<file path="config.mk">
export PLATFORM = sky130hd
export DESIGN_NAME = demux8_bridge
export DESIGN_NICKNAME = d
export VERILOG_FILES = /design/src/rtl/demux8_bridge.sv
export SDC_FILE = /design/constraint.sdc
export NUM_CORES = 1
export LEC_CHECK = 0
export CAP_MARGIN = 0
export CORE_ASPECT_RATIO = 0.75
export CORE_MARGIN = 3
export CORE_UTILIZATION = 55
export CTS_BUF_LIST = sky130_fd_sc_hd__clkbuf_4
export DETAILED_ROUTE_END_ITERATION = 10
export HOLD_SLACK_MARGIN = 0.08
export MAX_ROUTING_LAYER = met4
export PLACE_DENSITY = 0.86
export SLEW_MARGIN = 20
export SYNTH_ARGS = -nofsm -noshare
export SYNTH_HDL_FRONTEND = slang
export SYNTH_SLANG_ARGS = --single-unit
</file>
<file path="constraint.sdc">
create_clock -name clk -period 4 [get_ports clk]
set_input_delay 0.6 -clock clk [delete_from_list [all_inputs] [get_ports clk]]
set_output_delay 0.6 -clock clk [all_outputs]
set_load 0.02 [all_outputs]
</file>
<file path="src/rtl/demux8_bridge.sv">
// demux8_bridge: 1-to-8 valid/ready demux behind a 2-entry in-order FIFO.
// Optional macro DEMUX8_DROP_CNT_EN adds a saturating dropped-beat counter port.
module demux8_bridge #(
    parameter int unsigned WIDTH   = 32,
    parameter logic [7:0]  EN_MASK = 8'hFF
) (
    input  logic             clk,
    input  logic             reset,
    input  logic             in_valid,
    output logic             in_ready,
    input  logic [2:0]       in_sel,
    input  logic [WIDTH-1:0] in_data,
    output logic [7:0]       out_valid,
    input  logic [7:0]       out_ready,
    output logic [WIDTH-1:0] out_data
`ifdef DEMUX8_DROP_CNT_EN
    ,
    output logic [15:0]      drop_cnt
`endif
);

    logic [1:0]       count;
    logic [2:0]       head_sel;
    logic [WIDTH-1:0] head_data;
    logic [2:0]       skid_sel;
    logic [WIDTH-1:0] skid_data;

    logic [1:0]       count_n;
    logic [2:0]       head_sel_n;
    logic [WIDTH-1:0] head_data_n;
    logic [2:0]       skid_sel_n;
    logic [WIDTH-1:0] skid_data_n;

    logic accept;
    logic push;
    logic pop;

    // Handshake decode: accepted beats to disabled targets are consumed, never queued
    always_comb begin
        accept = in_valid && in_ready;
        push   = accept && EN_MASK[in_sel];
        pop    = (count != 2'd0) && out_ready[head_sel];
    end

    // Next-state FIFO update; skid only fills while the head is still waiting
    always_comb begin
        count_n     = count;
        head_sel_n  = head_sel;
        head_data_n = head_data;
        skid_sel_n  = skid_sel;
        skid_data_n = skid_data;
        unique case (count)
            2'd0: begin
                if (push) begin
                    head_sel_n  = in_sel;
                    head_data_n = in_data;
                    count_n     = 2'd1;
                end
            end
            2'd1: begin
                if (push && pop) begin
                    head_sel_n  = in_sel;
                    head_data_n = in_data;
                end else if (push) begin
                    skid_sel_n  = in_sel;
                    skid_data_n = in_data;
                    count_n     = 2'd2;
                end else if (pop) begin
                    count_n     = 2'd0;
                end
            end
            2'd2: begin
                if (pop) begin
                    head_sel_n  = skid_sel;
                    head_data_n = skid_data;
                    count_n     = 2'd1;
                end
            end
            default: begin
                count_n = 2'd0;
            end
        endcase
    end

    // State and registered outputs; reset empties the FIFO immediately
    always_ff @(posedge clk or posedge reset) begin
        if (reset) begin
            count     <= 2'd0;
            head_sel  <= 3'd0;
            head_data <= '0;
            skid_sel  <= 3'd0;
            skid_data <= '0;
            in_ready  <= 1'b1;
            out_valid <= 8'h00;
            out_data  <= '0;
        end else begin
            count     <= count_n;
            head_sel  <= head_sel_n;
            head_data <= head_data_n;
            skid_sel  <= skid_sel_n;
            skid_data <= skid_data_n;
            in_ready  <= (count_n < 2'd2);
            if (count_n != 2'd0) begin
                out_valid <= 8'b1 << head_sel_n;
                out_data  <= head_data_n;
            end else begin
                out_valid <= 8'h00;
                out_data  <= '0;
            end
        end
    end

`ifdef DEMUX8_DROP_CNT_EN
    // Saturating count of beats consumed for disabled targets
    always_ff @(posedge clk or posedge reset) begin
        if (reset) begin
            drop_cnt <= 16'h0000;
        end else if (accept && !EN_MASK[in_sel] && drop_cnt != 16'hFFFF) begin
            drop_cnt <= drop_cnt + 16'h0001;
        end
    end
`endif

endmodule

</file>
-- Word-level counts from Yosys, hierarchy flattened
Memories as Yosys holds them, arrays and structs flattened.
Index checks and enable logic that the tools add are counted.
- bits in registers: 113
- ROM bits: 8
- bits of input ports: 46
- output and inout bits: 41
- word-level logic and storage cells: 43
- memories kept: 1
- magnitude comparators: 3
- equal/unequal tests: 2
- shift operators: 1
- multiplexer cells: 19
- bitwise operators: 1
- reduce and logical (&&, ||, !) cells: 8
- memory list (memory ; depth ; width ; read ports ; clocked after memory_dff ; wr ports ; line ; source):
    (no name shown) ; 8 ; 1 ; 1 ; 0 ; 0 ; 41 ; push = accept && EN_MASK[in_sel];
- operators by type and width (kind ; count):
    32-bit two-way mux ; 4
    32-bit case mux with 3 select lines ; 1
    2-bit two-way mux ; 5
    3-bit two-way mux ; 3
    3-bit case mux with 3 select lines ; 1
    3-bit by 4-bit less-than comparator with 1-bit output, second input constant ; 2
    8-bit two-way mux ; 1
    1-bit by 3-bit left shift with 8-bit output, first input constant ; 1
    2-bit case mux with 3 select lines ; 1
    1-bit logical AND ; 4
    2-bit nonzero test ; 2
    1-bit binary-select mux with 3-bit select ; 1
    3-bit AND reduction ; 1
    2-bit by 1-bit equality test with 1-bit output, second input constant ; 1
    2-bit equality test, second input constant ; 1
    2-bit zero test ; 1
    2-bit less-than comparator, second input constant ; 1
    1-bit two-way mux ; 2
    1-bit NOT ; 1

-- Depth between registers and ports, before layout
- depth in word-level cells: 9
- mapped depth: 9
- mapped depth without buffers: 7

-- Worst setup path before layout
OpenSTA, ideal clock, no wires.
- path kind: input-to-reg
- start: in out_ready[6]
- end: reg skid_data[0]
- setup time: 0.125 ns
- arrival: 2.031 ns
- required time: 3.875 ns
- slack: 1.844 ns
- stages: 6
- path buffers: 1
- cells stage by stage: mux2_4 > o2bb2ai_4 > o21ai_2 > nor3_4 > buf_4 > mux2_2
- longest elaborated chain between the ends: 6
- RTL lines (item ; line ; source):
    from (decl) ; 14 ; input logic [7:0] out_ready,
    1-bit binary-select mux with 3-bit select ; 42 ; pop = (count != 2'd0) && out_ready[head_sel];
    1-bit two-way mux (not written as such) ; 42 ;
    1-bit logical AND ; 42 ;
    1-bit logical AND ; 61 ; if (push && pop) begin
    1-bit NOT (no line) ; n/a ;
    3-bit AND reduction (no line) ; n/a ;
    to (signal assigned) ; 101 ; skid_data <= skid_data_n;
    to (decl) ; 26 ; logic [WIDTH-1:0] skid_data;
Every way passes these cells. The select of a mux whose other input is x is not followed.
A chain may end at the register's enable or synchronous reset.

-- Worst setup path in the final report
- start: reg head_sel[0]
- end: reg out_data[25]
- longest elaborated chain between the ends: 9
- elaborated cells between the ends (all ways): 14
- classes of those cells: 11 x mux; 3 x reduce/logical
- RTL lines (item ; line ; source):
    from (decl) ; 23 ; logic [2:0] head_sel;
    from (signal assigned) ; 98 ; head_sel <= head_sel_n;
    1-bit binary-select mux with 3-bit select (*) ; 42 ;
    1-bit two-way mux (not written as such) (*) ; 42 ;
    1-bit logical AND (*) ; 42 ;
    2-bit two-way mux ; 68 ; end else if (pop) begin
    2-bit two-way mux ; 64 ; end else if (push) begin
    2-bit two-way mux ; 61 ;
    2-bit case mux with 3 select lines ; 52 ; unique case (count)
    2-bit nonzero test ; 103 ; if (count_n != 2'd0) begin
    32-bit two-way mux (*) ; 103 ;
    to (signal assigned) ; 105 ; out_data <= head_data_n;
    to (decl) ; 15 ; output logic [WIDTH-1:0] out_data
Every way passes the cells marked *; elsewhere a longest branch is shown, timed or not. The select of a mux whose other input is x is not followed.

==> metrics.cfg <==
[run_status]
status=finished clean

[clock_tree]
cts_tree=done
numCtsBuffers=17
cts.sinks=113
clock_latency_ns=0.52
cts.path.max_buffers=2
clk_pin_slew_ns=0.11
h-tree-depth=4
holdBufCountCts=0
post-cts-setup-buffers=0
cts_root_buf=clkbuf_4
cts_resized=0

[yosys]
synth_most_common_cell=dfrtp_1
synth_cells=428
synth_edf_count=0
synthTopCellsByCount=dfrtp_1 (112), a211oi_1 (61), mux2_2 (38), mux2i_1 (38), a21oi_1 (36)
ys_ff_latch=113
synth_top_cell_by_area=dfrtp_1
synth.net_count=474
yosysUniqueCellTypes=47
syn_area_um2=5230
yosysWarnings=0
synth.area.top_cells=dfrtp_1 (54%), a211oi_1 (8.8%), mux2_2 (8.2%), mux2i_1 (7.3%), and3_1 (3.6%)
async_flop_share_pct=100
synth_top_area_share_pct=53.6
synth-seq-area-share_pct=54.1
postSynthAreaPerCell_um2=12.2
synth_ff_type=dfrtp_1

[cells_and_area]
antenna_cells=0
final_nets=553
final_util_pct=70.3
syn2layout_area_growth_pct=23.3
drive_above_1_share_pct=20.2
final_cells=648
num-fill-cells=695

[floorplan]
die_area_um2=10700
num_rows=30
fp.dieH_um=90.4
start_util_pct=57.0
design.core.area_um2=9160
io_pins=87
dieWidth_um=119

[global_route]
grt_overflow=0
antenna_found_initial=0
grt_util_all_layers_pct=24.6
grt_pass1_wl_mm=20.5
grt_max_degree=64
grt_pass1_vias=4046

[worst_setup_path]
critPathCaptureType=register
worst_setup_path_start_kind=register
timing.rr.start=head_sel[0]
crit_arrival_ns=3.09
regToRegSetupSlack_ns=1.26
ff2ff_path_depth=7
rr_endpoint=out_data[25]
crit_path_max_fanout=33
cp.required_ns=4.35
path_class=register to register

[routing]
wl_per_cell_um=18.7
drtIter0Drc=208
firstDrtPassIters=4
drt_wl_total_mm=12.1
drc=0
num_vias=3897
avgViaCountPerCell=6.01
ant_nets=0

[timing]
hold_violations=0
finalSetupViolations=0
drv_slew=0
skew_ns=0.0173
fin_crit_ns=2.74
fin_crit_sh_pct=68.4
tns_ns=0
rsz0062_at_grt=false
worst_hold_slack_ns=0.506
maxSlewHeadroom_pct=42.8
worst_pin_slew_ns=0.857
clock.fmax_ghz=0.365

[hold_path]
hold_path.class=input pin to asynchronous set/reset pin

[power_and_ir_drop]
p_leak_nw=2.71
powerDensity_nw_per_um2=921
ir_drop_uv=422

[placement]
finalWeightedCongestion=0.883
hpwl_mm=7.74
place_inst=616
io_buffers=86

[flow_run]
maxCapViolations=0

[registers in the layout, indices dropped and copies added, names as in the netlist]
name and cells:
skid_data 32, head_sel 3, in_ready 1, skid_sel 3
count 2, out_data 32, out_valid 8, head_data 32
[power breakdown]
group / total [W] / switching (W) / internal (W)
logic: 0.00309 / 0.00173 / 0.00136
clock network: 0.000764 / 0.000455 / 0.000309
registers: 0.00208 / 0.000379 / 0.00170
total: 0.00594 / 0.00256 / 0.00337
[metrics by stage]
step / total power [W] / setup slack (ns) / instance area (um2)
CTS: 0.00594 / 1.26 / 6440
floorplan: 0.00429 / 0.414 / 5230
detailed placement: 0.00517 / 0.834 / 6190
global route: 0.00634 / 1.08 / 6440
global placement: 0.00499 / 0.906 / 6190
finish: 0.00594 / 1.26 / 6440
[kinds of logic (layout without fill, tap and decap cells)]
| family | after synthesis | in the layout | share of synthesized area, % |
|---|---|---|---|
| flip-flops | 113 | 113 | 54.1 |
| AND/OR/NAND/NOR | 71 | 71 | 8.14 |
| AO/OA/AOI/OAI | 124 | 124 | 17.6 |
| multiplexers | 80 | 80 | 16.6 |
| buffers and inverters | 40 | 132 | 3.50 |
[metal layers]
metal	routed length (um)	part of all wire, %	vias up	global-route usage (%)
li1	-	-	1796	-
met3	622	5.1	16	6.57
met1	5410	45	1953	32.3
met5	0	0	-	-
met4	158	1.3	0	7.04
met2	5960	49	132	38.0
[cells in the final DEF, fill, tap and decap left out, drive strengths merged, types with 2 or more instances in the layout]
master,count
a2bb2oi,2
or2,2
buf,8
nor2b,2
nand3,4
mux2i,40
clkinv,5
and3,30
o2bb2ai,5
nand4,3
a221oi,2
and2,2
a211oi,61
a21oi,37
clkinvlp,7
clkdlybuf4s50,86
nor3,11
a22oi,3
o21ai,4
mux2,40
nand2,10
nor2,5
o211ai,2
dfrtp,112
inv,7
clkbuf,18
[critical path, cell delays in order, from the launching register on]
cell and delay (ns):
dfrtp_1 0.52, mux2i_2 0.25, o2bb2ai_4 0.19, o21ai_2 0.23, buf_4 0.37, a21oi_2 0.16
nor2_4 0.68, a211oi_1 0.13
[how the worst max path moves through the flow]
| stage | startpoint | end | slack, ns | cells past startpoint |
|---|---|---|---|---|
| after floorplan | reset | count[0] | 0.41 | 1 |
| final | head_sel[0] | out_data[25] | 1.26 | 7 |
| after global placement | out_ready[4] | out_data[16] | 0.91 | 8 |
| after global routing | head_sel[0] | out_data[30] | 1.08 | 7 |
| after detailed placement | out_ready[5] | out_data[25] | 0.83 | 8 |
| after CTS | head_sel[0] | out_data[25] | 1.26 | 7 |
[layout make-up]
class / instances / area [um2] / area share [%]
timing repair buffer: 94 / 946 / 14.7
sequential: 113 / 2830 / 44.0
inverter: 6 / 25.0 / 0.388
multi-input combinational: 275 / 2230 / 34.6
clock inverter: 14 / 118 / 1.83
clock buffer: 18 / 135 / 2.10
tap: 128 / 160 / 2.49
(Power assumes the default switching activity.)
